## config.mk

```make
export PLATFORM = sky130hd
export DESIGN_NAME = forwarding_hazard_unit
export DESIGN_NICKNAME = d
export VERILOG_FILES = /design/src/rtl/forwarding_hazard_unit.sv
export SDC_FILE = /design/constraint.sdc
export NUM_CORES = 1
export LEC_CHECK = 0
export CORE_ASPECT_RATIO = 1.5
export CORE_MARGIN = 1.5
export CORE_UTILIZATION = 54
export CTS_CLUSTER_DIAMETER = 50
export DETAILED_ROUTE_END_ITERATION = 7
export DONT_BUFFER_PORTS = 1
export GPL_TIMING_DRIVEN = 1
export PLACE_DENSITY = 0.72
export SLEW_MARGIN = 25
export SYNTH_ARGS = -nofsm -noshare
export SYNTH_HDL_FRONTEND = slang
export SYNTH_SLANG_ARGS = --single-unit
```

## constraint.sdc

```tcl
create_clock -name clk -period 2.4 [get_ports clk]
set_input_delay 0.36 -clock clk [delete_from_list [all_inputs] [get_ports clk]]
set_output_delay 0.36 -clock clk [all_outputs]
set_load 0.01 [all_outputs]
```

## src/rtl/forwarding_hazard_unit.sv

```systemverilog
// Operand forwarding select and hazard-stall unit. Resolves ID source operands against
// in-flight producers (EXE and the later stages), raises load-use or stall-only hazards, and tracks stall statistics.
`ifndef REG_FILE_ADDR_LEN
`define REG_FILE_ADDR_LEN 5
`endif

module forwarding_hazard_unit #(
  parameter int unsigned NUM_SRC        = 3,
  parameter int unsigned NUM_FWD_STAGES = 2,
  parameter int unsigned ADDR_W         = `REG_FILE_ADDR_LEN,
  parameter int unsigned CNT_W          = 16,
  localparam int unsigned SEL_W = ($clog2(NUM_FWD_STAGES + 1) > 1) ? $clog2(NUM_FWD_STAGES + 1) : 1,
  localparam int unsigned STG_N = (NUM_FWD_STAGES > 1) ? NUM_FWD_STAGES - 1 : 1
) (
  input  logic                       clk,
  input  logic                       rst,
  input  logic [NUM_SRC*ADDR_W-1:0]  id_src,
  input  logic [NUM_SRC-1:0]         id_src_used,
  input  logic                       id_valid,
  input  logic [ADDR_W-1:0]          exe_dest,
  input  logic                       exe_wb_en,
  input  logic                       exe_mem_r_en,
  input  logic [STG_N*ADDR_W-1:0]    stg_dest,
  input  logic [STG_N-1:0]           stg_wb_en,
  input  logic                       fwd_en,
  input  logic                       flush,
  output logic [NUM_SRC*SEL_W-1:0]   exe_sel,
  output logic                       hazard_stall,
  output logic                       stall_event,
  output logic [CNT_W-1:0]           stall_count
);

  typedef enum logic {RUN = 1'b0, STALL = 1'b1} state_e;

  state_e                      state_q, state_d;
  logic [NUM_SRC*SEL_W-1:0]    exe_sel_q, exe_sel_d;
  logic                        stall_event_q, stall_event_d;
  logic [CNT_W-1:0]            stall_count_q, stall_count_d;

  logic [ADDR_W-1:0]           prod_dest [NUM_FWD_STAGES];
  logic [NUM_FWD_STAGES-1:0]   prod_we;
  logic [NUM_SRC*SEL_W-1:0]    sel_c;
  logic                        any_exe_c;
  logic                        any_prod_c;
  logic                        hazard_c;

  // Producer table: position 0 is EXE, position k is stg entry k-1.
  always_comb begin
    prod_dest[0] = exe_dest;
    prod_we[0]   = exe_wb_en;
    for (int k = 1; k < int'(NUM_FWD_STAGES); k++) begin
      prod_dest[k] = stg_dest[(k-1)*int'(ADDR_W) +: ADDR_W];
      prod_we[k]   = stg_wb_en[k-1];
    end
  end

  // Scan producers oldest-to-youngest so the nearest match overwrites farther ones.
  always_comb begin
    logic [ADDR_W-1:0] src;
    sel_c      = '0;
    any_exe_c  = 1'b0;
    any_prod_c = 1'b0;
    src        = '0;
    for (int i = 0; i < int'(NUM_SRC); i++) begin
      src = id_src[i*int'(ADDR_W) +: ADDR_W];
      for (int p = int'(NUM_FWD_STAGES) - 1; p >= 0; p--) begin
        if (id_src_used[i] && (src != '0) && prod_we[p] && (src == prod_dest[p])) begin
          sel_c[i*int'(SEL_W) +: SEL_W] = SEL_W'(p + 1);
          any_prod_c = 1'b1;
          if (p == 0) any_exe_c = 1'b1;
        end
      end
    end
  end

  always_comb begin
    hazard_c = 1'b0;
    if (!rst && !flush && id_valid) begin
      if (fwd_en) hazard_c = exe_wb_en && exe_mem_r_en && any_exe_c;
      else        hazard_c = any_prod_c;
    end
  end

  // Next-state, select and statistics logic.
  always_comb begin
    state_d       = state_q;
    exe_sel_d     = '0;
    stall_event_d = 1'b0;
    stall_count_d = stall_count_q;
    if (id_valid && !hazard_c && !flush && fwd_en) exe_sel_d = sel_c;
    case (state_q)
      RUN: begin
        if (hazard_c) begin
          state_d       = STALL;
          stall_event_d = 1'b1;
        end
      end
      STALL: begin
        if (!hazard_c) state_d = RUN;
      end
      default: state_d = RUN;
    endcase
    if (hazard_c && (stall_count_q != '1)) stall_count_d = stall_count_q + CNT_W'(1);
  end

  always_ff @(posedge clk) begin
    if (rst) begin
      state_q       <= RUN;
      exe_sel_q     <= '0;
      stall_event_q <= 1'b0;
      stall_count_q <= '0;
    end else begin
      state_q       <= state_d;
      exe_sel_q     <= exe_sel_d;
      stall_event_q <= stall_event_d;
      stall_count_q <= stall_count_d;
    end
  end

  assign exe_sel      = exe_sel_q;
  assign hazard_stall = hazard_c;
  assign stall_event  = stall_event_q;
  assign stall_count  = stall_count_q;

endmodule

```

==> flow_summary.html <==
<table>
<tr><th>Metric</th><th>Value</th></tr>
<tr><th colspan="2">Status</th></tr>
<tr><td>Outcome</td><td>completed</td></tr>
<tr><th colspan="2">GRT</th></tr>
<tr><td>Number of global-route vias before repair</td><td>about 1.5k</td></tr>
<tr><td>Overall track demand over capacity in global routing</td><td>0.225</td></tr>
<tr><td>Total grt overflow</td><td>0</td></tr>
<tr><td>First-pass GRT wire length</td><td>about 6500 um</td></tr>
<tr><td>Largest net degree at the start of global routing</td><td>33</td></tr>
<tr><td>Initial antenna violation count</td><td>0</td></tr>
<tr><th colspan="2">Yosys</th></tr>
<tr><td>Post-Synthesis Net Count</td><td>227</td></tr>
<tr><td>Share of synthesized flip-flops with an asynchronous set or reset</td><td>0</td></tr>
<tr><td>Area share of the leading cell type in the synthesized netlist</td><td>0.272</td></tr>
<tr><td>Cell Area, Synth</td><td>around 0.0018 sq mm</td></tr>
<tr><td>Cell type with the highest aggregate area in the netlist</td><td>sky130_fd_sc_hd__dfxtp_1</td></tr>
<tr><td>Post-synth EDFFs</td><td>0</td></tr>
<tr><td>Post-synthesis area per instance</td><td>9.29 sq um</td></tr>
<tr><td>Most used DFF post-synth</td><td>sky130_fd_sc_hd__dfxtp_1</td></tr>
<tr><td>Yosys Warn Count</td><td>0</td></tr>
<tr><td>Biggest area contributors in the synthesized netlist</td><td>sky130_fd_sc_hd__dfxtp_1, sky130_fd_sc_hd__xnor2_1, sky130_fd_sc_hd__mux2_4</td></tr>
<tr><td>Leading post-synthesis cells by instance count</td><td>sky130_fd_sc_hd__dfxtp_1, sky130_fd_sc_hd__xnor2_1, sky130_fd_sc_hd__nor2_1</td></tr>
<tr><td>Most frequently used cell type in the post-synthesis netlist</td><td>sky130_fd_sc_hd__dfxtp_1</td></tr>
<tr><td>Unique masters post-synth</td><td>38</td></tr>
<tr><td>Number of storage elements in the synthesis netlist</td><td>24</td></tr>
<tr><td>Gate count of the mapped netlist</td><td>190</td></tr>
<tr><td>Fraction of the yosys area taken by sequential cells</td><td>0.272</td></tr>
<tr><th colspan="2">Place</th></tr>
<tr><td>Global placer's final weighted congestion</td><td>roughly 0.83</td></tr>
<tr><td>Post-detailed-placement cell area</td><td>roughly 0.0018 sq mm</td></tr>
<tr><td>Port Buf Inserts</td><td>0</td></tr>
<tr><td>Number of instances in the placed design</td><td>around 220</td></tr>
<tr><td>Post-detailed-placement half-perimeter wirelength</td><td>roughly 3000 um</td></tr>
<tr><th colspan="2">Power and ir drop</th></tr>
<tr><td>Clock network fraction of design power</td><td>0.421</td></tr>
<tr><td>Switching power summed over all nets</td><td>around 0.17 mW</td></tr>
<tr><td>Power density cells</td><td>approximately 450 mW/mm^2</td></tr>
<tr><td>Worst-case vdd ir drop</td><td>0.331 mV</td></tr>
<tr><td>Flop pwr share</td><td>0.480</td></tr>
<tr><td>Combinational Power Share</td><td>0.099</td></tr>
<tr><td>Internal Pwr Total</td><td>0.665 mW</td></tr>
<tr><td>Sw Ratio</td><td>0.199</td></tr>
<tr><td>P_leak</td><td>slightly above 0.6 nW</td></tr>
<tr><th colspan="2">Clock tree</th></tr>
<tr><td>Root Buffer Master</td><td>sky130_fd_sc_hd__clkbuf_8</td></tr>
<tr><td>Num CTS Buffers</td><td>3</td></tr>
<tr><td>Post-CTS Setup Bufs</td><td>0</td></tr>
<tr><td>Worst-path clk slew</td><td>roughly 0.090 ns</td></tr>
<tr><td>Clock latency reported for the late side of the worst-skew pair</td><td>approximately 0.26 ns</td></tr>
<tr><td>Worst-case clock buffer depth</td><td>2</td></tr>
<tr><td>Total of cells resized after clock tree synthesis</td><td>0</td></tr>
<tr><td>Clock tree from TritonCTS</td><td>yes</td></tr>
<tr><td>Number of H-tree levels</td><td>1</td></tr>
<tr><td>Clock sink count</td><td>24</td></tr>
<tr><td>Cts hold-fix bufs</td><td>0</td></tr>
<tr><th colspan="2">Critical path</th></tr>
<tr><td>Required time at the worst-slack endpoint</td><td>about 2.6 ns</td></tr>
<tr><td>Startpoint Class</td><td>flop</td></tr>
<tr><td>Crit. End Element</td><td>flop</td></tr>
<tr><td>Peak fanout along the critical path</td><td>19</td></tr>
<tr><td>Critical path class</td><td>flop to flop</td></tr>
<tr><td>Arrival time at the worst endpoint</td><td>2.36 ns</td></tr>
<tr><th colspan="2">Die</th></tr>
<tr><td>Area enclosed by the die boundary</td><td>about 0.0036 sq mm</td></tr>
<tr><td>Number of cell rows</td><td>25</td></tr>
<tr><td>Die outline height</td><td>around 73 um</td></tr>
<tr><td>Effective utilization at floorplan</td><td>0.564</td></tr>
<tr><td>Horizontal extent of the die</td><td>about 50 um</td></tr>
<tr><td>Number of ports placed on the die boundary</td><td>60</td></tr>
<tr><td>Core area</td><td>roughly 0.0031 sq mm</td></tr>
<tr><th colspan="2">Final layout</th></tr>
<tr><td>Number of non-filler instances in the completed layout</td><td>around 230</td></tr>
<tr><td>Final net count</td><td>226</td></tr>
<tr><td>Fraction of final layout cells with drive strength greater than 1</td><td>0.160</td></tr>
<tr><td>Layout area overhead</td><td>5.39%</td></tr>
<tr><td>Post-route design area</td><td>0.00186 sq mm</td></tr>
<tr><td>Layout filler cell count</td><td>roughly 280</td></tr>
<tr><td>Number of antenna repair diodes</td><td>0</td></tr>
<tr><th colspan="2">Detailed routing</th></tr>
<tr><td>Wire length reported by the detailed router</td><td>roughly 3800 um</td></tr>
<tr><td>Initial DRT Pass Iterations</td><td>4</td></tr>
<tr><td>Post-detailed-route count of antenna-violating nets</td><td>0</td></tr>
<tr><td>Vias after detailed routing</td><td>1409</td></tr>
<tr><td>Final routed wire length divided by cell count</td><td>16.6 um</td></tr>
<tr><td>Number of violations reported at the end of detailed-routing iteration 0</td><td>25</td></tr>
<tr><td>Routed vias/inst</td><td>roughly 6.2</td></tr>
<tr><td>Post-route DRC</td><td>0</td></tr>
<tr><th colspan="2">STA</th></tr>
<tr><td>Setup total negative slack</td><td>0 ns</td></tr>
<tr><td>Post-route fraction of the period consumed by the critical path</td><td>0.919</td></tr>
<tr><td>Time the final worst path needs with I/O delays and setup</td><td>roughly 2.2 ns</td></tr>
<tr><td>Hold Fails Final Rpt</td><td>0</td></tr>
<tr><td>RSZ-0062 raised after global routing</td><td>false</td></tr>
<tr><td>Final setup skew</td><td>0.00154 ns</td></tr>
<tr><td>Worst relative slew slack</td><td>0.668</td></tr>
<tr><td>Max Clock Freq</td><td>roughly 0.45 GHz</td></tr>
<tr><td>Final number of setup-violating endpoints</td><td>0</td></tr>
<tr><td>Final number of max-transition violations</td><td>0</td></tr>
<tr><td>Slew at the pin closest to its max-slew limit</td><td>0.495 ns</td></tr>
<tr><th colspan="2">Flow run</th></tr>
<tr><td>Number of max-capacitance violations reported</td><td>0</td></tr>
<tr><th colspan="2">Worst hold path</th></tr>
<tr><td>Class of the tightest hold or removal check</td><td>primary input to flop</td></tr>
</table>
==> stage by stage <==
stage	hold slack (ns)	utilization	setup WS, ns	total power [mW]
floorplan	0.372	-	0.120	0.487
global placement	0.386	0.572	0.144	0.487
detailed placement	0.393	0.572	0.0892	0.490
CTS	0.155	0.594	0.197	0.839
global route	0.165	0.594	0.0698	0.858
finish	0.162	0.594	0.194	0.830
==> registers in the layout (all words and copies together), names as in the netlist <==
signal	flops
exe_sel	6
stall_count	16
stall_event	1
state_q	1
==> metal layers <==
layer	up-vias	wire length (um)	GRT usage
met1	661	1360	0.228
met2	54	2170	0.449
met4	0	61	0.0710
li1	688	-	-
met5	-	0	0
met3	6	194	0.0451
==> worst max-delay path, cell delays in order (launching register included) <==
cell and delay (ns):
sky130_fd_sc_hd__dfxtp_1 0.39, sky130_fd_sc_hd__ha_1 0.22, sky130_fd_sc_hd__and2_1 0.17, sky130_fd_sc_hd__and4_1 0.20, sky130_fd_sc_hd__a31o_2 0.39, sky130_fd_sc_hd__a211oi_1 0.37, sky130_fd_sc_hd__mux2_1 0.35
==> kinds of logic after synthesis <==
| family | Yosys count | synth area share |
|---|---|---|
| xor gates and xnor gates | 30 | 0.149 |
| adders and majority gates | 1 | 0.00709 |
| and+or+nand+nor | 79 | 0.250 |
| DFF | 24 | 0.272 |
| AOI/OAI and AO/OA | 30 | 0.167 |
| muxes | 14 | 0.104 |
| buffers and inverters | 12 | 0.0504 |
==> power by group through the flow <==
stage | combinational (mW) | clock (mW) | sequential [mW]
2_1_floorplan | 0.0791 | 0 | 0.408
3_3_place_gp | 0.0790 | 0 | 0.408
3_5_place_dp | 0.0822 | 0 | 0.408
4_1_cts | 0.0826 | 0.358 | 0.398
5_1_grt | 0.0908 | 0.369 | 0.398
6_report | 0.0822 | 0.350 | 0.398
==> cell usage in the layout, fill, tap and decap left out, types with 2 or more instances in the layout <==
cell,instances
sky130_fd_sc_hd__a211o_2,2
sky130_fd_sc_hd__a211oi_1,7
sky130_fd_sc_hd__a211oi_2,6
sky130_fd_sc_hd__a21oi_1,4
sky130_fd_sc_hd__and3_1,3
sky130_fd_sc_hd__and4_1,4
sky130_fd_sc_hd__buf_12,2
sky130_fd_sc_hd__buf_4,2
sky130_fd_sc_hd__clkbuf_8,3
sky130_fd_sc_hd__dfxtp_1,24
sky130_fd_sc_hd__inv_1,2
sky130_fd_sc_hd__mux2_1,7
sky130_fd_sc_hd__mux2_4,7
sky130_fd_sc_hd__nand2_1,11
sky130_fd_sc_hd__nand3_1,5
sky130_fd_sc_hd__nand4_1,6
sky130_fd_sc_hd__nand4b_1,3
sky130_fd_sc_hd__nor2_1,15
sky130_fd_sc_hd__nor2b_1,14
sky130_fd_sc_hd__nor3_1,6
sky130_fd_sc_hd__nor4_1,6
sky130_fd_sc_hd__o211ai_1,2
sky130_fd_sc_hd__o21ai_2,3
sky130_fd_sc_hd__or4_1,3
sky130_fd_sc_hd__xnor2_1,18
sky130_fd_sc_hd__xor2_1,12
==> path summary, 6_finish.rpt <==
check,slack (ns),cells past startpoint,start,to
worst max-delay path,0.19,6,stall_count[1]$_SDFFE_PP0P_,stall_count[6]$_SDFFE_PP0P_
worst min-delay path,0.16,1,rst,stall_event$_SDFF_PP0_
worst max register to register,0.19,6,stall_count[1]$_SDFFE_PP0P_,stall_count[6]$_SDFFE_PP0P_
worst min register to register,0.40,1,state_q$_SDFF_PP0_,stall_event$_SDFF_PP0_
==> area by class of cell <==
class	count	area, sq um	share of cell area
well taps	40	50.0	0.0269
clock buffers	3	41.3	0.0222
flip-flops and latches	24	480	0.258
clock inverters	1	30.0	0.0162
multi-input cells	154	1190	0.643
repair buffers	4	55.1	0.0296
inverters	2	7.51	0.00404
No activity file was read; power rests on OpenSTA's default activity.
